### src/rtl/ctrl_pkg.sv
// ============================================================================
// ctrl_pkg : state encoding, ALU / mux select codes and opcode constants
//            shared by the multicycle control unit.
// Revision   : 1.0
// ============================================================================
`default_nettype none

package ctrl_pkg;

    typedef enum logic [3:0] {
        ST_RESET      = 4'd0,
        ST_FETCH      = 4'd1,
        ST_FETCH_WAIT = 4'd2,
        ST_IR_WRITE   = 4'd3,
        ST_DECODE     = 4'd4,
        ST_EXEC_R     = 4'd5,
        ST_WRITE_R    = 4'd6,
        ST_ADDR_CALC  = 4'd7,
        ST_MEM_READ   = 4'd8,
        ST_LOAD_WB    = 4'd9,
        ST_MEM_WRITE  = 4'd10,
        ST_BRANCH     = 4'd11,
        ST_JUMP       = 4'd12,
        ST_LUI_WB     = 4'd13,
        ST_HALT       = 4'd14,
        ST_ILLEGAL    = 4'd15
    } state_t;

    localparam logic [2:0] ALU_ADD = 3'b001;
    localparam logic [2:0] ALU_SUB = 3'b010;
    localparam logic [2:0] ALU_AND = 3'b011;
    localparam logic [2:0] ALU_XOR = 3'b110;

    localparam logic [1:0] SRC_B_REG    = 2'b00;
    localparam logic [1:0] SRC_B_FOUR   = 2'b01;
    localparam logic [1:0] SRC_B_IMM    = 2'b10;
    localparam logic [1:0] SRC_B_IMM_SH = 2'b11;

    localparam logic [1:0] PC_SRC_ALU     = 2'b00;
    localparam logic [1:0] PC_SRC_ALU_OUT = 2'b01;
    localparam logic [1:0] PC_SRC_JUMP    = 2'b10;

    localparam logic [1:0] M2R_ALU_OUT = 2'b00;
    localparam logic [1:0] M2R_MDR     = 2'b01;
    localparam logic [1:0] M2R_LUI     = 2'b10;

    localparam logic [5:0] OP_RTYPE = 6'h00;
    localparam logic [5:0] OP_J     = 6'h02;
    localparam logic [5:0] OP_BEQ   = 6'h04;
    localparam logic [5:0] OP_BNE   = 6'h05;
    localparam logic [5:0] OP_LUI   = 6'h0F;
    localparam logic [5:0] OP_LW    = 6'h23;
    localparam logic [5:0] OP_SW    = 6'h2B;

    localparam logic [5:0] FN_NOP  = 6'h00;
    localparam logic [5:0] FN_HALT = 6'h0D;
    localparam logic [5:0] FN_ADD  = 6'h20;
    localparam logic [5:0] FN_SUB  = 6'h22;
    localparam logic [5:0] FN_AND  = 6'h24;
    localparam logic [5:0] FN_XOR  = 6'h26;

    typedef struct packed {
        logic       mem_write;
        logic       iord;
        logic       ir_write;
        logic       mdr_write;
        logic       pc_write;
        logic       write_a;
        logic       write_b;
        logic       alu_out_write;
        logic       alu_src_a;
        logic       reg_dst;
        logic       reg_write;
        logic       halted;
        logic       illegal;
        logic [1:0] alu_src_b;
        logic [2:0] alu_control;
        logic [1:0] pc_src;
        logic [1:0] mem_to_reg;
    } ctrl_t;

    function automatic logic [2:0] r_alu_op(input logic [5:0] funct);
        case (funct)
            FN_SUB:  return ALU_SUB;
            FN_AND:  return ALU_AND;
            FN_XOR:  return ALU_XOR;
            default: return ALU_ADD;
        endcase
    endfunction

endpackage

`default_nettype wire

### src/rtl/ctrl_wait_counter.sv
// ============================================================================
// ctrl_wait_counter : loadable down-counter, done while the count is zero.
// Revision          : 1.0
// ============================================================================
`default_nettype none

module ctrl_wait_counter #(
    parameter int WIDTH = 1
) (
    input  logic             clk,
    input  logic             reset,
    input  logic             load,
    input  logic [WIDTH-1:0] load_value,
    output logic             done,
    output logic [WIDTH-1:0] count
);

    always_ff @(posedge clk or negedge reset) begin
        if (!reset) begin
            count <= '0;
        end else if (load) begin
            count <= load_value;
        end else if (!done) begin
            count <= count - WIDTH'(1);
        end
    end

    assign done = (count == '0);

endmodule

`default_nettype wire

### src/rtl/multicycle_control.sv
// ============================================================================
// multicycle_control : FSM sequencing fetch/decode/execute for a multicycle
//                      MIPS-like datapath, with registered control outputs.
// Revision           : 1.0
// ============================================================================
`default_nettype none

module multicycle_control
    import ctrl_pkg::*;
#(
    parameter int MEM_WAIT = 1,
    parameter int STATE_W  = 6
) (
    input  logic               clk,
    input  logic               reset,
    input  logic [5:0]         opcode,
    input  logic [5:0]         funct,
    input  logic               zero,
    output logic               mem_write,
    output logic               iord,
    output logic               ir_write,
    output logic               mdr_write,
    output logic               pc_write,
    output logic               write_a,
    output logic               write_b,
    output logic               alu_out_write,
    output logic               alu_src_a,
    output logic               reg_dst,
    output logic               reg_write,
    output logic               halted,
    output logic               illegal,
    output logic [1:0]         alu_src_b,
    output logic [2:0]         alu_control,
    output logic [1:0]         pc_src,
    output logic [1:0]         mem_to_reg,
    output logic [STATE_W-1:0] state_out
);

    localparam int CNT_W = $clog2(MEM_WAIT + 1);

    state_t           state;
    state_t           state_nx;
    ctrl_t            ctrl;
    ctrl_t            ctrl_nx;
    logic             wait_load;
    logic [CNT_W-1:0] wait_value;
    logic             wait_done;
    logic [CNT_W-1:0] wait_count;
    logic             branch_take;

    ctrl_wait_counter #(
        .WIDTH(CNT_W)
    ) u_wait (
        .clk       (clk),
        .reset     (reset),
        .load      (wait_load),
        .load_value(wait_value),
        .done      (wait_done),
        .count     (wait_count)
    );

    always_comb begin
        state_nx   = state;
        wait_load  = 1'b0;
        wait_value = '0;
        ctrl_nx    = '0;

        case (state)
            ST_RESET: state_nx = ST_FETCH;
            ST_FETCH: begin
                state_nx   = ST_FETCH_WAIT;
                wait_load  = 1'b1;
                wait_value = CNT_W'(MEM_WAIT - 1);
            end
            ST_FETCH_WAIT: if (wait_done) state_nx = ST_IR_WRITE;
            ST_IR_WRITE:   state_nx = ST_DECODE;
            ST_DECODE: begin
                case (opcode)
                    OP_RTYPE: begin
                        case (funct)
                            FN_ADD, FN_SUB, FN_AND, FN_XOR: state_nx = ST_EXEC_R;
                            FN_NOP:                         state_nx = ST_FETCH;
                            FN_HALT:                        state_nx = ST_HALT;
                            default:                        state_nx = ST_ILLEGAL;
                        endcase
                    end
                    OP_LW, OP_SW:   state_nx = ST_ADDR_CALC;
                    OP_BEQ, OP_BNE: state_nx = ST_BRANCH;
                    OP_LUI:         state_nx = ST_LUI_WB;
                    OP_J:           state_nx = ST_JUMP;
                    default:        state_nx = ST_ILLEGAL;
                endcase
            end
            ST_EXEC_R: state_nx = ST_WRITE_R;
            ST_ADDR_CALC: begin
                if (opcode == OP_LW) begin
                    state_nx   = ST_MEM_READ;
                    wait_load  = 1'b1;
                    wait_value = CNT_W'(MEM_WAIT);
                end else begin
                    state_nx = ST_MEM_WRITE;
                end
            end
            ST_MEM_READ: if (wait_done) state_nx = ST_LOAD_WB;
            ST_HALT:     state_nx = ST_HALT;
            default:     state_nx = ST_FETCH;
        endcase

        // Outputs are a function of the state being entered, so they line up with it once registered.
        case (state_nx)
            ST_IR_WRITE: begin
                ctrl_nx.ir_write    = 1'b1;
                ctrl_nx.pc_write    = 1'b1;
                ctrl_nx.pc_src      = PC_SRC_ALU;
                ctrl_nx.alu_src_b   = SRC_B_FOUR;
                ctrl_nx.alu_control = ALU_ADD;
            end
            ST_DECODE: begin
                ctrl_nx.write_a       = 1'b1;
                ctrl_nx.write_b       = 1'b1;
                ctrl_nx.alu_out_write = 1'b1;
                ctrl_nx.alu_src_b     = SRC_B_IMM_SH;
                ctrl_nx.alu_control   = ALU_ADD;
            end
            ST_EXEC_R: begin
                ctrl_nx.alu_src_a     = 1'b1;
                ctrl_nx.alu_src_b     = SRC_B_REG;
                ctrl_nx.alu_control   = r_alu_op(funct);
                ctrl_nx.alu_out_write = 1'b1;
            end
            ST_WRITE_R: begin
                ctrl_nx.reg_write  = 1'b1;
                ctrl_nx.reg_dst    = 1'b1;
                ctrl_nx.mem_to_reg = M2R_ALU_OUT;
            end
            ST_ADDR_CALC: begin
                ctrl_nx.alu_src_a     = 1'b1;
                ctrl_nx.alu_src_b     = SRC_B_IMM;
                ctrl_nx.alu_control   = ALU_ADD;
                ctrl_nx.alu_out_write = 1'b1;
            end
            ST_MEM_READ: begin
                ctrl_nx.iord      = 1'b1;
                // A count of one now means the next cycle is the last of the read.
                ctrl_nx.mdr_write = (state == ST_MEM_READ) && (wait_count == CNT_W'(1));
            end
            ST_LOAD_WB: begin
                ctrl_nx.reg_write  = 1'b1;
                ctrl_nx.mem_to_reg = M2R_MDR;
            end
            ST_MEM_WRITE: begin
                ctrl_nx.iord      = 1'b1;
                ctrl_nx.mem_write = 1'b1;
            end
            ST_BRANCH: begin
                ctrl_nx.alu_src_a   = 1'b1;
                ctrl_nx.alu_src_b   = SRC_B_REG;
                ctrl_nx.alu_control = ALU_SUB;
                ctrl_nx.pc_src      = PC_SRC_ALU_OUT;
            end
            ST_JUMP: begin
                ctrl_nx.pc_write = 1'b1;
                ctrl_nx.pc_src   = PC_SRC_JUMP;
            end
            ST_LUI_WB: begin
                ctrl_nx.reg_write  = 1'b1;
                ctrl_nx.mem_to_reg = M2R_LUI;
            end
            ST_HALT:    ctrl_nx.halted  = 1'b1;
            ST_ILLEGAL: ctrl_nx.illegal = 1'b1;
            default:    ctrl_nx = '0;
        endcase
    end

    always_ff @(posedge clk or negedge reset) begin
        if (!reset) begin
            state <= ST_RESET;
            ctrl  <= '0;
        end else begin
            state <= state_nx;
            ctrl  <= ctrl_nx;
        end
    end

    // The zero flag is only valid while BRANCH is subtracting, so the branch decision is taken live.
    assign branch_take = (state == ST_BRANCH) && ((opcode == OP_BNE) ? !zero : zero);

    assign mem_write     = ctrl.mem_write;
    assign iord          = ctrl.iord;
    assign ir_write      = ctrl.ir_write;
    assign mdr_write     = ctrl.mdr_write;
    assign pc_write      = ctrl.pc_write | branch_take;
    assign write_a       = ctrl.write_a;
    assign write_b       = ctrl.write_b;
    assign alu_out_write = ctrl.alu_out_write;
    assign alu_src_a     = ctrl.alu_src_a;
    assign reg_dst       = ctrl.reg_dst;
    assign reg_write     = ctrl.reg_write;
    assign halted        = ctrl.halted;
    assign illegal       = ctrl.illegal;
    assign alu_src_b     = ctrl.alu_src_b;
    assign alu_control   = ctrl.alu_control;
    assign pc_src        = ctrl.pc_src;
    assign mem_to_reg    = ctrl.mem_to_reg;
    assign state_out     = STATE_W'(state);

endmodule

`default_nettype wire

### config.mk
export PLATFORM = sky130hd
export DESIGN_NAME = multicycle_control
export DESIGN_NICKNAME = d
export VERILOG_FILES = /design/src/rtl/ctrl_pkg.sv /design/src/rtl/ctrl_wait_counter.sv /design/src/rtl/multicycle_control.sv
export SDC_FILE = /design/constraint.sdc
export NUM_CORES = 1
export LEC_CHECK = 0
export CORE_ASPECT_RATIO = 1.1
export CORE_UTILIZATION = 65
export CTS_CLUSTER_SIZE = 16
export DETAILED_ROUTE_END_ITERATION = 16
export DONT_BUFFER_PORTS = 1
export PLACE_DENSITY = 0.81
export SKIP_LAST_GASP = 1
export SYNTH_ARGS = -nofsm -noshare
export SYNTH_HDL_FRONTEND = slang
export SYNTH_SLANG_ARGS = --single-unit
### constraint.sdc
create_clock -name clk -period 3.4 [get_ports clk]
set_input_delay 0.85 -clock clk [delete_from_list [all_inputs] [get_ports clk]]
set_output_delay 0.85 -clock clk [all_outputs]
set_load 0.005 [all_outputs]
== Word level (Yosys, flattened, before mapping) ==
Index checks and enable logic that the tools add are counted.
Storage, ports and cells
  bits in registers: 27
  input bits: 15
  output and inout port bits: 28
  word-level logic and storage cells: 95
Cells by class
  $add $sub $neg: 1
  eq/ne operators: 33
  multiplexer cells: 28
  bitwise gates (word level): 1
  reductions and logical operators: 13
Operators by type and width (count)
  $eq 4x4->1 const B: 11
  $eq 6x6->1 const B: 6
  $pmux 4 s8: 1
  $eq 4x3->1 const B: 7
  $pmux 5 s5: 1
  $pmux 4 s5: 1
  $mux 1: 16
  $eq 4x2->1 const B: 3
  $eq 6x3->1 const B: 2
  $eq 6x4->1 const B: 2
  $logic_not 6->1: 2
  $pmux 4 s3: 1
  $pmux 3 s3: 1
  $reduce_or 3->1: 3
  $mux 4: 2
  $pmux 2 s2: 2
  $reduce_or 2->1: 4
  $eq 6x2->1 const B: 1
  $eq 4x1->1 const B: 1
  $mux 2: 2
  $reduce_or 4->1: 1
  $logic_and 1x1->1: 2
  $pmux 1 s2: 1
  $logic_not 1->1: 1
  2 further kinds: 2

== Depth between registers and ports, before layout ==
Gate-level depths: netlist of run 1.
  depth after elaboration: 8
  mapped depth: 8

== Modules after synthesis ==
Synthesis of run 1 repeated with hierarchy kept, for this count alone.
Second synthesis, totals
  cells, all modules: 152
  area, all modules: 1467.7 um2
Modules (own cells, without submodules)
  multicycle_control: instances 1, cells an instance 149, area an instance 1432.6 um2, sequential area each 625.6 um2
  ctrl_wait_counter: instances 1, cells an instance 3, area an instance 35.0 um2, sequential area each 25.0 um2

== Worst setup path after synthesis of run 1 ==
Ideal clock, no wire load.
  path kind: input to output
  start point: input opcode[5]
  end point: output pc_write
  arrival time: 1.951 ns
  required time: 2.550 ns
  setup slack: 0.599 ns
  stages: 5
  buffers on the path: 0
  cell sequence: or3_1 nor2_1 nand2_1 xor2_1 o41ai_1
On the way
  longest elaborated chain between the ends: 4
RTL lines
  from (decl): line multicycle_control.sv:16  | input logic [5:0] opcode,
  $eq 6x3->1: line multicycle_control.sv:186  | assign branch_take = (state == ST_BRANCH) && ((opcode == OP_BNE) ? !zero : zero);
  $mux 1: line multicycle_control.sv:186
  $logic_and 1x1->1: line multicycle_control.sv:186
  $or 1x1->1: line multicycle_control.sv:192  | assign pc_write = ctrl.pc_write | branch_take;
  to (decl): line multicycle_control.sv:23  | output logic pc_write,
Every way passes these cells.

== Worst setup path after layout of run 1 ==
Ends and elaborated chain as after synthesis.

==> flow_summary.yaml, run 1 <==
status:
  status: "completed"
floorplan:
  die_w_um: 47.0
  std_cell_rows: 17
  die-height_um: 51.5
  die-area_mm2: 0.00242
  coreArea_mm2: 0.00204
  start_util_pct: 70.8
  ioPinCount: 43
pwr:
  leakagePower_nw: 0.632
  peakVddDrop_mv: 0.390
  p_int_w: 0.000659
  sequentialPowerShare_pct: 44.4
  power_density_mw_per_mm2: 759
  power.share.combinational_pct: 35.9
  power_switching_w: 0.000412
  p_clk_share_pct: 19.7
  sw_frac_of_total_pct: 38.5
cts:
  cts_resized: 0
  hold_buffers: 0
  clock-sinks: 26
  clk_transition_reported_paths_ns: 0.14
  insertion_delay_ns: 0.32
  cts_made_buffers: 3
  htree_levels: 1
  post_cts_buffers: 0
  cts_tree: "done"
  cts-root-buf: "clkbuf_4"
  cts_buffer_depth: 2
sta:
  final_hold_viol_count: 0
  tns_ns: 0
  slew_viol_final: 0
  timing.fmax_mhz: 340
  fin_crit_sh_pct: 86.5
  skew_ns: 0.00525
  setup_violations: 0
  fin_crit_ns: 2.94
  rsz0062_at_grt: "false"
cells_and_area:
  largest-register: "state"
  num-fill-cells: 176
  synthToLayoutAreaGrowth_pct: -2.34
  drive_gt1_share_pct: 11.2
  nets: 150
  antenna_cells: 0
  utilization_pct: 69.2
  instances_no_fill: 162
  largest_reg_flops: 4
critical_path:
  worst_ep_required_time_ns: 2.55
  r2r_cells: 6
  critPathCaptureType: "primary output"
  critPathLaunchType: "primary input"
  rrSetupSlack_ns: 1.12
  cp_max_fo: 6
  reg2reg_from: "state[2]"
  rr_endpoint: "alu_control[1]"
  crit_type: "in -> out"
  worst_ep_arrival_time_ns: 2.09
synthesis:
  synthAdderAreaFrac_pct: 0
  synth_compound_area_share_pct: 13.3
  yosysWarnings: 0
  synth_cell_types: 48
  ys_ff_latch: 26
  synth_simple_gate_area_share_pct: 29.0
  synthTopCellsByCount: "dfrtp_1 (26), buf_4 (16), nor2_1 (10)"
  yosys.area.top_type_share_pct: 45.0
  synth.largest_area_cell: "dfrtp_1"
  synth_xor_area_share_pct: 0.606
  synth_top_family_by_area: "simple AND/OR/NAND/NOR gates"
  yosysMostFrequentCell: "dfrtp_1"
  muxShareOfSynthArea_pct: 0.692
  syn_area_mm2: 0.00145
  synth.area.top_cells: "dfrtp_1 (45%), buf_4 (8.3%), nand2b_1 (3.0%), nor2_1 (2.6%), nor3_1 (2.4%)"
  synth_edf_count: 0
  postSynth.asyncResetShare_pct: 100
  syn_area_per_cell_um2: 9.91
  syn_inst: 146
  ys_dominant_reg_cell: "dfrtp_1"
  ys_seq_area_share_pct: 45.0
placement:
  portBuffers: 0
  dp.cells: 158
  place_congestion: 0.854
  hpwl_um: 2040
hold_path:
  hold_class: "in -> async"
routing:
  num_vias: 1021
  drt-vias-per-instance: 6.30
  wl_um: 2660
  drc: 0
  drt_iter0_markers: 28
  drt-pass1-iter-count: 4
  wire_per_inst_um: 16.4
  ant_nets: 0
global_route:
  grt_pass1_vias: 937
  grt_max_degree: 27
  grt_antenna_before_repair: 0
  grt.overflow.total: 0
  grt_pass1_wl_um: 4170
  grt.total_usage_pct: 24.7
run:
  max-cap-violations: 0
==> critical path, stage by stage <==
cell     delay, ns
or3_1         0.43
nor2_1        0.20
nand2_1       0.09
xor2_1        0.15
o41ai_1       0.37
==> cell type report <==
cell class / count / area [um2] / share of cell area, %
Sequential cell: 26 / 651 / 46.1
Clock inverter: 1 / 30.0 / 2.13
Inverter: 9 / 36.3 / 2.57
Tap cell: 28 / 35.0 / 2.48
Multi-Input combinational cell: 95 / 638 / 45.2
Clock buffer: 3 / 22.5 / 1.59
==> cell families (layout without fill, tap and decap cells) <==
kind of cell / Yosys count / after routing
compound gates: 22 / 22
xor+xnor: 1 / 1
buf+inv: 26 / 13
flops: 26 / 26
mux: 1 / 1
other cells: 1 / 2
simple gates: 69 / 69
==> worst max path at each step <==
stage,depth (start not counted),startpoint,slack [ns],end
2_1_floorplan,5,opcode[5],0.60,pc_write
3_3_place_gp,5,opcode[5],0.48,pc_write
3_5_place_dp,5,opcode[5],0.46,pc_write
4_1_cts,5,opcode[5],0.45,pc_write
5_1_grt,5,opcode[5],0.36,pc_write
6_report,5,opcode[5],0.46,pc_write
==> per-stage QoR <==
step	hold slack, ns	setup WS [ns]	area [um2]	total power [W]
5_1_grt	0.179	0.357	1410	0.00115
3_3_place_gp	0.555	0.478	1360	0.000848
2_1_floorplan	0.524	0.599	1450	0.000832
6_report	0.198	0.457	1410	0.00107
3_5_place_dp	0.555	0.460	1360	0.000866
4_1_cts	0.201	0.451	1410	0.00107
==> layout by cell type (no fill, tap or decap), types with 3 or more instances in the layout <==
cell type  Yosys  layout
clkbuf_4       0       3
nand2_1        8       8
o21ai_0        5       5
or3_1          3       3
nor2b_1        3       3
nor2_1        10      10
nand3_1        6       6
nand2b_1       7       7
nor3_1         7       7
and2_1         3       3
inv_1          8       8
dfrtp_1       26      26
a21oi_1        3       3
==> power by group through the flow <==
stage | sequential [W] | combinational [W] | clock [W]
5_1_grt | 0.000493 | 0.000432 | 0.000225
4_1_cts | 0.000476 | 0.000386 | 0.000211
2_1_floorplan | 0.000422 | 0.000410 | 0
6_report | 0.000476 | 0.000385 | 0.000211
3_5_place_dp | 0.000483 | 0.000383 | 0
3_3_place_gp | 0.000478 | 0.000370 | 0
==> routing by layer <==
metal	global-route usage, %	share of wire [%]	vias to the layer above
li1	-	-	486
met1	31.3	42	485
met2	39.1	49	46
met3	7.42	7.8	4
met4	8.10	1.1	0
met5	0	0	-
Note: power is estimated with default switching activity, not from simulation.
==> run 2, diff against run 1 <==
--- a/config.mk
+++ b/config.mk
@@ -5,12 +5,13 @@
 export SDC_FILE = /design/constraint.sdc
 export NUM_CORES = 1
 export LEC_CHECK = 0
-export CORE_ASPECT_RATIO = 1.1
+export CORE_ASPECT_RATIO = 0.75
 export CORE_UTILIZATION = 65
 export CTS_CLUSTER_SIZE = 16
 export DETAILED_ROUTE_END_ITERATION = 16
 export DONT_BUFFER_PORTS = 1
 export PLACE_DENSITY = 0.81
+export RECOVER_POWER = 50
 export SKIP_LAST_GASP = 1
 export SYNTH_ARGS = -nofsm -noshare
 export SYNTH_HDL_FRONTEND = slang
==> run 2 against run 1 <==
  * Sequential power fell by 1%
  * Fmax shrank 1.1%
  * Global-route usage is 1.6 points lower
  * Clock skew increased by 0.0041 ns
  * Non-clock buffer count did not move
  * Flip-flop and latch count is the same
  * First-iteration DRC count decreased by 18%
  * Critical endpoint unchanged
  * Worst hold slack improved by 0.0013 ns
==> flow_summary.yaml, run 2 (synthesized netlist as in run 1, its figures left out) <==
status:
  status: "completed"
sta:
  tns_ns: 0
  timing.fmax_mhz: 336
  skew_ns: 0.00930
  final_hold_viol_count: 0
  setup_violations: 0
  slew_headroom_pct: 52.9
  worstMarginPinSlew_ns: 0.701
  rsz0062_at_grt: "false"
  fin_crit_sh_pct: 87.5
  fin_crit_ns: 2.97
  worst_slack_ns: 0.425
  slew_viol_final: 0
cells_and_area:
  drive_gt1_share_pct: 10.4
  final_cell_mix: "dfrtp_1 (26), nor2_1 (10), nor3_1 (8), inv_1 (8), nand2_1 (8)"
  antenna_cells: 0
  layout_commonest_cell: "dfrtp_1"
  largest_reg_flops: 4
  synthToLayoutAreaGrowth_pct: -3.03
  fin_area_mm2: 0.00140
  utilization_pct: 68.4
  nets: 150
  largest-register: "state"
  instances_no_fill: 158
routing:
  drt-pass1-iter-count: 4
  drt-vias-per-instance: 6.31
  wire_per_inst_um: 16.1
  drt_iter0_markers: 23
  num_vias: 997
  ant_nets: 0
  wl_um: 2540
  drc: 0
cts:
  cts_made_buffers: 3
  cts_buffer_depth: 2
  htree_levels: 1
  hold_buffers: 0
  post_cts_buffers: 0
  cts-root-buf: "clkbuf_4"
  insertion_delay_ns: 0.32
  cts_resized: 0
  clock-sinks: 26
  clk_transition_reported_paths_ns: 0.14
  cts_tree: "done"
critical_path:
  critPathLaunchType: "primary input"
  worst_ep_arrival_time_ns: 2.12
  path_cells: "or3_1 -> nor2_1 -> nand2_1 -> xor2_1 -> o41ai_1"
  cp_slowest_stage_delay_ns: 0.43
  critPathCaptureType: "primary output"
  cp_max_fo: 6
  critical-path-slowest-cell: "or3_1"
  crit_family: "simple AND/OR/NAND/NOR gates"
  crit_type: "in -> out"
  path_buf_inv: 0
  worst_ep_required_time_ns: 2.55
global_route:
  use_met3_pct: 6.71
  grt.total_usage_pct: 23.0
  grt_util_met1_pct: 34.2
  grt_pass1_wl_um: 4220
  grt.overflow.total: 0
  grt_max_degree: 27
  grt_antenna_before_repair: 0
  grt_pass1_vias: 919
  top_usage_layer: "met1"
  use_met2_pct: 33.4
hold_path:
  hold_class: "in -> async"
placement:
  dp.cells: 154
  portBuffers: 0
  dpl_cell_area_mm2: 0.00136
  place_congestion: 0.921
  hpwl_um: 1920
  post-place-ws_ns: 0.457
run:
  max-cap-violations: 0
floorplan:
  ioPinCount: 43
  die_w_um: 56.5
  die-height_um: 42.9
  die-area_mm2: 0.00242
  start_util_pct: 70.6
  std_cell_rows: 14
  coreArea_mm2: 0.00205
pwr:
  power_density_mw_per_mm2: 760
  peakVddDrop_mv: 0.558
  leakagePower_nw: 0.630
-- run 2: cell count changes in the layout (fill, tap and decap cells not counted) --
| cell | delta |
|---|---|
| nor3_2 | -1 |
| nor3_1 | +1 |
-- run 2: path summary, 6_finish.rpt --
path                            slack, ns  cells past startpoint        endpoint    startpoint
worst min-delay path                 0.20                      0    u_wait.count         reset
worst max-delay path                 0.43                      5        pc_write     opcode[5]
worst max register to register       0.96                      6  alu_control[1]      state[2]
min in group clk                     0.64                      1       mdr_write  u_wait.count
max in group asynchronous            3.12                      0        ir_write         reset
worst min register to register       0.64                      1       mdr_write  u_wait.count
-- run 2: layout make-up --
cell class | instances | area, um2
inverters | 9 | 36.3
well taps | 24 | 30.0
multi-input cells | 95 | 633
fillers | 172 | 647
clock inverters | 1 | 30.0
flip-flops and latches | 26 | 651
clock buffers | 3 | 22.5
-- run 2: per-stage QoR --
step | power [W] | hold WS [ns]
floorplan | 0.000832 | 0.524
global placement | 0.000846 | 0.555
detailed placement | 0.000860 | 0.555
CTS | 0.00107 | 0.186
global route | 0.00115 | 0.168
finish | 0.00107 | 0.199
-- run 2: routing by layer --
layer | up-vias | wire (um) | share of wire, %
li1 | 479 | - | -
met1 | 474 | 1250 | 49
met2 | 42 | 1110 | 44
met3 | 2 | 169 | 6.7
met4 | 0 | 11 | 0.43
met5 | - | 0 | 0
-- run 2: power breakdown --
group	internal (W)	switching [W]	leakage [nW]	total [W]
clock network	0.000119	0.0000892	0.0279	0.000208
registers	0.000378	0.0000929	0.352	0.000471
logic	0.000162	0.000225	0.251	0.000387
total	0.000659	0.000408	0.630	0.00107
